[src/rtl/adder_result_fifo.sv]
// Capture FIFO for the pipelined split adder: buffers {carry, sum} results
// first-word-fall-through and keeps carry-out and overflow-drop statistics.
module adder_result_fifo #(
  parameter int DATA_W = 64,
  parameter int DEPTH  = 8,
  parameter int CNT_W  = 16
) (
  input  logic                     CLK,
  input  logic                     RST,
  input  logic                     clr,
  input  logic                     in_valid,
  input  logic [DATA_W-1:0]        in_sum,
  input  logic                     in_c,
  output logic                     out_valid,
  input  logic                     out_ready,
  output logic [DATA_W-1:0]        out_sum,
  output logic                     out_c,
  output logic                     full,
  output logic [$clog2(DEPTH):0]   level,
  output logic [CNT_W-1:0]         carry_cnt,
  output logic [CNT_W-1:0]         drop_cnt
);

  localparam int AW = $clog2(DEPTH);
  localparam int LW = AW + 1;

  logic [DATA_W:0]   mem [DEPTH];
  logic [AW-1:0]     wr_ptr;
  logic [AW-1:0]     rd_ptr;
  logic              rd;
  logic              wr;
  logic              drop;
  logic [DATA_W:0]   head;

  // Handshake: a head entry transfers on any edge where out_valid and
  // out_ready are both high; the input side has no ready and is never stalled,
  // so a result arriving while full is dropped unless a read frees a slot.
  assign out_valid = (level != '0);
  assign full      = (level == LW'(DEPTH));
  assign rd        = out_valid & out_ready;
  assign wr        = in_valid & (~full | rd);
  assign drop      = in_valid & full & ~rd;

  assign head    = mem[rd_ptr];
  assign out_sum = out_valid ? head[DATA_W-1:0] : '0;
  assign out_c   = out_valid ? head[DATA_W]     : 1'b0;

  // Storage is deliberately left out of reset; only the pointers define content.
  always_ff @(posedge CLK) begin
    if (wr && !clr) begin
      mem[wr_ptr] <= {in_c, in_sum};
    end
  end

  always_ff @(posedge CLK or posedge RST) begin
    if (RST) begin
      wr_ptr    <= '0;
      rd_ptr    <= '0;
      level     <= '0;
      carry_cnt <= '0;
      drop_cnt  <= '0;
    end else if (clr) begin
      wr_ptr    <= '0;
      rd_ptr    <= '0;
      level     <= '0;
      carry_cnt <= '0;
      drop_cnt  <= '0;
    end else begin
      if (wr) begin
        wr_ptr <= wr_ptr + AW'(1);
      end
      if (rd) begin
        rd_ptr <= rd_ptr + AW'(1);
      end
      if (wr && !rd) begin
        level <= level + LW'(1);
      end else if (rd && !wr) begin
        level <= level - LW'(1);
      end
      if (wr && in_c && (carry_cnt != '1)) begin
        carry_cnt <= carry_cnt + CNT_W'(1);
      end
      if (drop && (drop_cnt != '1)) begin
        drop_cnt <= drop_cnt + CNT_W'(1);
      end
    end
  end

endmodule

[config.mk]
export PLATFORM = sky130hd
export DESIGN_NAME = adder_result_fifo
export DESIGN_NICKNAME = d
export VERILOG_FILES = /design/src/rtl/adder_result_fifo.sv
export SDC_FILE = /design/constraint.sdc
export NUM_CORES = 1
export LEC_CHECK = 0
export CORE_ASPECT_RATIO = 0.7
export CORE_MARGIN = 2
export CORE_UTILIZATION = 45
export DETAILED_ROUTE_END_ITERATION = 7
export GPL_ROUTABILITY_DRIVEN = 0
export PLACE_DENSITY = 0.65
export SYNTH_ARGS = -nofsm -noshare
export SYNTH_HDL_FRONTEND = slang
export SYNTH_SLANG_ARGS = --single-unit
[constraint.sdc]
create_clock -name CLK -period 6.08 [get_ports CLK]
set_input_delay 0.608 -clock CLK [delete_from_list [all_inputs] [get_ports CLK]]
set_output_delay 0.608 -clock CLK [all_outputs]
set_load 0.02 [all_outputs]
Word level (Yosys, flattened, before mapping)
Memory sizes are Yosys's and may differ from the RTL's.
Cells that the tools add are included.
Widths: inputs -> output; s select.

cells by class
  div/mod/pow operators = 0
  shift-type cells = 0
  $add $sub $neg = 6
  eq/ne operators = 3
  magnitude comparators = 0
  muxes and demuxes = 15
  reductions and logical operators = 15
  bitwise gates (word level) = 7
  $mul = 0

operators by type and width
  operator               count
  $mux 16                4
  $mux 64                1
  $add 16x1->16 const B  2
  $ne 16x16->1 const B   2
  $mux 3                 4
  $mux 4                 3
  $reduce_bool 2->1      4
  $add 3x1->3 const B    2
  $logic_and 1x1->1      6
  $add 4x1->4 const B    1
  $and 1x1->1            4
  $eq 4x4->1 const B     1
  $reduce_bool 4->1      1
  $sub 4x1->4 const B    1
  $logic_not 1->1        3
  $mux 1                 3
  $reduce_bool 3->1      1
  $not 1->1              2
  $or 1x1->1             1

storage, ports and cells
  memories = 1
  memory bits (read-only) = 0
  RAM bits = 520
  latch bits = 0
  register bits = 42
  bits of input ports = 70

memory list
  name  depth  bits a word  rd ports  clocked after memory_dff  write ports  line  source
  mem   8      65           1         0                         1            27    logic [DATA_W:0] mem [DEPTH];

Logic depth before layout (Yosys ltp)
Gate-level depths: netlist (run 1).

  word-level depth = 9
  mapped depth = 8
  gate-level depth less buffers = 7

Worst setup path before layout (run 1)
Ideal clock, no wire load.

  path kind = input port to flip-flop
  start = input port out_ready
  end = memory mem[1][0] in the netlist's numbering (enable)
  setup slack = -0.506 ns
  data arrival time = 6.018 ns
  data required time = 5.512 ns
  stages = 5
  path buffers = 1
  path through = nand2b_1 -> clkbuf_1 -> o21ai_0 -> or3b_2 -> nor3_1

on the way
  cells in the longest elaborated chain, start to end = 6

RTL lines
  what                          line  source
  start: declaration            15    input logic out_ready,
  $and 1x1->1                   40    assign rd = out_valid & out_ready;
  $or 1x1->1                    41    assign wr = in_valid & (~full | rd);
  $and 1x1->1                   41
  $logic_and 1x1->1             50    if (wr && !clr) begin
  $mux 1                        50
  $mux 1 (not written as such)  51    mem[wr_ptr] <= {in_c, in_sum};
  end: declaration              27

Every way passes these cells.

Worst setup path after layout (run 1)
  start = register rd_ptr[0]
  end = output port out_sum[43]

on the way
  cells in the longest elaborated chain, start to end = 2

RTL lines
  what                      line  source
  start: declaration        29    logic [AW-1:0] rd_ptr;
  start signal: assignment  73    rd_ptr <= rd_ptr + AW'(1);
  $mem_v2 8x65              -
  $mux 64                   45    assign out_sum = out_valid ? head[DATA_W-1:0] : '0;
  end: declaration          16    output logic [DATA_W-1:0] out_sum,

Every way passes these cells.

==> reports/results.ini, run 1 <==
[run_status]
run_status = finished clean

[clock_tree]
clock_path_buffers = 3
cts_tree = done
cts_root_buf = clkbuf_16
clock_latency_ns = 0.58
clock-sinks = 562
htreeDepth = 2
cts-resized-gates = 0
cts_buffers = 53
post_cts_buffers = 0
clk_pin_slew_ns = 0.06
cts-hold-fix-buffers = 0

[power]
p_per_area_nw_per_um2 = 393.8
p_leak_nw = 8.212
combPwrFrac = 0.262
power_frac_seq = 0.430
peakVddDrop_uv = 246.5
fin_total_pwr_w = 0.01046
p_int_w = 0.007527
switching_power_w = 0.002934
swShare = 0.2805
clockPowerShare = 0.309

[synth]
ys_warn_count = 0
post-synth-top-count-cell = edfxtp_1
ys_ff_latch = 562
synth_ff_type = edfxtp_1
synth_edf_count = 520
synthTopCellsByArea = edfxtp_1 70%, mux4_2 13%, dfrtp_1 4.7%
synth_nets = 1197
synthArstFlopShare = 0.07473
yosys.area.top_type = edfxtp_1
yosysUniqueCellTypes = 44
syn_inst = 1120
yosys-top-cells-count = 520 x edfxtp_1, 130 x mux4_2, 93 x nor2_1
ys_seq_area_frac = 0.7489
avgSynthCellArea_um2 = 19.87
synth_top_area_frac = 0.7017
syn_area_um2 = 22250

[routing]
vias = 11130
routedWlPerCell_um = 22.53
drt_first_pass_iters = 4
routed_wl_um = 45400
vias_per_cell = 5.524
ant_nets = 0
drc_errors = 0
drt_iter0_drc = 756

[floorplanning]
start_util = 0.4533
core-area_um2 = 49090
io_pins = 173
die-width_um = 269.8
dieHeight_um = 190.1
std_cell_rows = 68
dieArea_um2 = 51270

[finish]
fin_util = 0.5411
syn_to_final_growth_pct = 19.37
multi_input_area_um2 = 5386
fill_cells = 3817
drive_above_1_share = 0.1935
seq_area_um2 = 16680
finalNetCount = 1385

[timing]
tightest_slew_ns = 1.201
finalSetupViolCount = 0
fin_tns_setup_ns = 0
slew_headroom = 0.1993
rsz0062_at_grt = no
hold_slack_ns = 0.4883
clock.fmax_ghz = 0.2437
period_needed_ns = 4.104
finalCritPeriodShare = 0.6749
hold_viol_final = 0
slew_viol_final = 0
skew_ns = 0.01844

[placed_design]
dp_hpwl_um = 24120
port_buffers = 172

[grt]
grt_max_degree = 68
antenna_found_initial = 2
grt_usage = 0.1778
grt.overflow.total = 0
grt_pass1_vias = 11421
grt_first_pass_wirelength_um = 69660

[worst_setup_path]
rrSetupSlack_ns = 2.78
worstPathRequired_ns = 5.47
setup.worst_path.start_class = register
path_max_fanout = 41
crit_type = register to output pin
critPathArrivalTime_ns = 3.50
endpoint_kind = output pin
rr_worst_depth = 8
r2r-end = level[3]
rr_startpoint = level[2]

[job]
drv_cap = 0

[min_path]
hp-class = primary input to async pin

[worst max-delay path by stage]
stage / from / endpoint / cells past startpoint
CTS: rd_ptr[0] / out_sum[43] / 5
floorplan: out_ready / mem[7][0] / 5
detailed placement: out_ready / mem[6][45] / 6
global placement: out_ready / mem[6][45] / 6
finish: rd_ptr[0] / out_sum[43] / 5
global route: rd_ptr[0] / out_sum[36] / 5
[critical path, stage by stage (launching register included)]
cell             delay [ns]
dfrtp_4                0.97
buf_4                  0.47
mux4_2                 0.54
mux2i_1                0.26
nor2_1                 0.08
clkdlybuf4s50_1        0.58
[registers in the layout, indices dropped and copies added, names as in the netlist]
signal	cells
level	4
wr_ptr	3
rd_ptr	3
drop_cnt	16
carry_cnt	16
mem	520
[cells by family (layout without fill, tap and decap cells)]
kind of cell | after synthesis | in the layout | synth area share
buffers and inverters | 68 | 297 | 0.01231
xor gates and xnor gates | 5 | 5 | 0.001968
DFF | 562 | 562 | 0.7489
muxes | 211 | 211 | 0.1687
and+or+nand+nor | 210 | 210 | 0.04746
adders and majority gates | 7 | 7 | 0.004273
AOI/OAI and AO/OA | 57 | 57 | 0.01631
other | 0 | 1 | 0
[area by class of cell]
cell class                      count  area share
Tap cell                          665     0.03132
Clock buffer                       62     0.05200
Clock inverter                     34     0.01159
Timing Repair Buffer              192     0.07310
Antenna cell                        1  0.00009421
Inverter                            9    0.001272
Sequential cell                   562      0.6278
Multi-Input combinational cell    490      0.2028
[per-stage QoR]
stage | worst slack, ns | std cells | area (µm²)
after global routing | 1.718 | 2014 | 26560
final | 1.976 | 2015 | 26560
after CTS | 1.844 | 2014 | 26560
after global placement | 2.304 | 1918 | 24870
after detailed placement | 2.237 | 1918 | 24870
after floorplan | 1.239 | 1120 | 22260
[cell usage in the layout (no fill, tap or decap), types with 3 or more instances in the layout]
master and count:
a211oi_1 5, a21oi_1 24, and3_1 3, buf_12 6, buf_4 14, bufinv_16 5
clkbuf_1 8, clkbuf_16 54, clkdlybuf4s50_1 171, clkinv_1 9, clkinv_2 15, dfrtp_1 39
dfrtp_4 3, edfxtp_1 520, ha_1 6, inv_1 9, mux2_2 13, mux2i_1 68
mux4_2 130, nand2_1 15, nand2b_1 8, nand3_1 21, nand4_1 8, nor2_1 87
nor2_4 6, nor2b_1 14, nor3_1 4, nor4_1 7, o211ai_1 4, o21ai_0 6
o31ai_1 10, o41ai_1 5, or3_1 6, or4_1 15, xor2_1 4
[routing by layer]
metal / share of wire / track usage
met1: 0.46 / 0.2632
met2: 0.47 / 0.2803
met3: 0.053 / 0.03193
met4: 0.014 / 0.03632
met5: 0.00037 / 0
[power by group through the flow]
stage          clock [W]  combinational, W  sequential, W
6_report         0.00323           0.00274        0.00449
5_1_grt          0.00346           0.00294        0.00452
4_1_cts          0.00331           0.00280        0.00450
3_5_place_dp           0           0.00279        0.00459
3_3_place_gp           0           0.00277        0.00458
2_1_floorplan          0           0.00182        0.00446
Power figures use the tool's default switching activity.
==> run 2: changes to the inputs <==
==> constraint.sdc (replaced) <==
create_clock -name CLK -period 3.75 [get_ports CLK]
set_input_delay 0.375 -clock CLK [delete_from_list [all_inputs] [get_ports CLK]]
set_output_delay 0.375 -clock CLK [all_outputs]
set_load 0.02 [all_outputs]
==> reports/results.ini, run 2 (same netlist as run 1, synthesis figures left out) <==
[timing]
slew_headroom = 0.2454
hold_slack_ns = 0.2735
finalSetupViolCount = 0
hold_viol_final = 0
rsz0062_at_grt = no
fin_tns_setup_ns = 0
tightest_slew_ns = 1.122
slew_viol_final = 0
finalCritPeriodShare = 0.9470
period_needed_ns = 3.551
skew_ns = 0.01617
clock.fmax_ghz = 0.2816

[finish]
fill_cells = 3869
largest_reg_flops = 520
top_regs = mem: 520 flops, carry_cnt: 16 flops, drop_cnt: 16 flops
finalNetCount = 1396
final_cells = 2027
drive_above_1_share = 0.1956
syn_to_final_growth_pct = 20.31
fin_util = 0.5453
mostFrequentLayoutCells = 520 x edfxtp_1, 171 x clkdlybuf4s50_1, 130 x mux4_2
top_register = mem
layout_commonest_cell = edfxtp_1

[routing]
routedWlPerCell_um = 22.39
ant_nets = 0
drc_errors = 0
routed_wl_um = 45380
vias = 11160
drt_first_pass_iters = 5
vias_per_cell = 5.506
drt_iter0_drc = 851

[worst_setup_path]
rrSetupSlack_ns = 0.92
setup.worst_path.start_class = register
r2r-end = level[3]
crit_type = register to output pin
rr_startpoint = level[0]
critPathArrivalTime_ns = 3.18
cp-endpoint = out_sum[40]
worstPathCellList = buf_12, mux4_2, mux2i_1, nor2_1, clkdlybuf4s50_1
max_stage_delay_ns = 0.78
critPathLaunch = rd_ptr[0]
cpMaxStageDelayCell = dfrtp_4
path_max_fanout = 27
endpoint_kind = output pin
worstPathRequired_ns = 3.38
path_buf_inv = 2
path_delay_family = buffers and inverters
rr_worst_depth = 8
crit_cells = 5

[clock_tree]
clk_pin_slew_ns = 0.06
htreeDepth = 2
post_cts_buffers = 0
clock-sinks = 562
cts_root_buf = clkbuf_16
cts_tree = done
clock_latency_ns = 0.57
cts_buffers = 52
cts-hold-fix-buffers = 0
clock_path_buffers = 3
cts-resized-gates = 0

[floorplanning]
std_cell_rows = 68
core-area_um2 = 49090
start_util = 0.4533
io_pins = 173
die-width_um = 269.8
dieHeight_um = 190.1
dieArea_um2 = 51270

[run_status]
run_status = finished clean

[power]
peakVddDrop_uv = 451.4
p_per_area_nw_per_um2 = 632.6
p_leak_nw = 8.280

[grt]
grt_usage = 0.1795
antenna_found_initial = 3
grt_first_pass_wirelength_um = 70240
grt_max_degree = 79
grt_pass1_vias = 11495
grt.overflow.total = 0

[placed_design]
port_buffers = 172
dp_hpwl_um = 26350
dp.cells = 1930

[job]
drv_cap = 0

[min_path]
hp-class = primary input to async pin

-- run 2: cell type report --
class | instances | area [µm²] | share of cell area
well taps | 665 | 832.0 | 0.03108
multi-input cells | 490 | 5386 | 0.2012
repair buffers | 204 | 2207 | 0.08244
inverters | 9 | 33.78 | 0.001262
clock inverters | 32 | 266.5 | 0.009955
flip-flops and latches | 562 | 16680 | 0.6229
diodes | 2 | 5.005 | 0.0001869
clock buffers | 63 | 1364 | 0.05094
-- run 2: worst min-delay path by stage --
stage | from | to | slack [ns] | cells after the start
2_1_floorplan | in_sum[0] | mem[0][0] | 0.47 | 0
3_3_place_gp | carry_cnt[1] | carry_cnt[1] | 0.56 | 2
3_5_place_dp | drop_cnt[15] | drop_cnt[15] | 0.58 | 2
4_1_cts | RST | drop_cnt[11] | 0.27 | 2
5_1_grt | RST | drop_cnt[11] | 0.36 | 2
6_report | RST | drop_cnt[11] | 0.27 | 2
-- run 2: power by group --
group	leakage [nW]	switching (W)	internal (W)
registers	5.27	0.000163	0.00702
clock network	0.795	0.00220	0.00287
logic	2.21	0.00237	0.00232
total	8.28	0.00473	0.0122
-- run 2: layer usage --
layer | up-vias | GRT usage | part of all wire
met5 | - | 0 | 0.00020
met4 | 2 | 0.03397 | 0.013
met3 | 51 | 0.03181 | 0.044
met2 | 259 | 0.2892 | 0.48
met1 | 5852 | 0.2616 | 0.46
li1 | 4996 | - | -
-- run 2: worst register-to-register path: cells and delay by family (launching register included) --
kind | cells | cell delay (ns)
buffers and inverters | 1 | 0.32
DFF | 1 | 0.48
adders and majority gates | 1 | 0.39
and+or+nand+nor | 2 | 0.64
AOI/OAI and AO/OA | 4 | 0.92
-- run 2: metrics by stage --
step | setup slack [ns] | power [W] | area [µm²]
3_5_place_dp | 0.5390 | 0.01211 | 25140
6_report | 0.1988 | 0.01694 | 26770
3_3_place_gp | 0.5685 | 0.01207 | 25140
2_1_floorplan | -1.001 | 0.01018 | 22260
4_1_cts | 0.1479 | 0.01718 | 26770
5_1_grt | 0.02193 | 0.01770 | 26770
==> run 3: changes to the inputs <==
--- a/config.mk
+++ b/config.mk
@@ -9,7 +9,6 @@
 export CORE_MARGIN = 2
 export CORE_UTILIZATION = 45
 export DETAILED_ROUTE_END_ITERATION = 7
-export GPL_ROUTABILITY_DRIVEN = 0
 export PLACE_DENSITY = 0.65
 export SYNTH_ARGS = -nofsm -noshare
 export SYNTH_HDL_FRONTEND = slang
==> results of run 3 <==
Same layout as run 2: the final DEF is identical, and so are final timing and power.
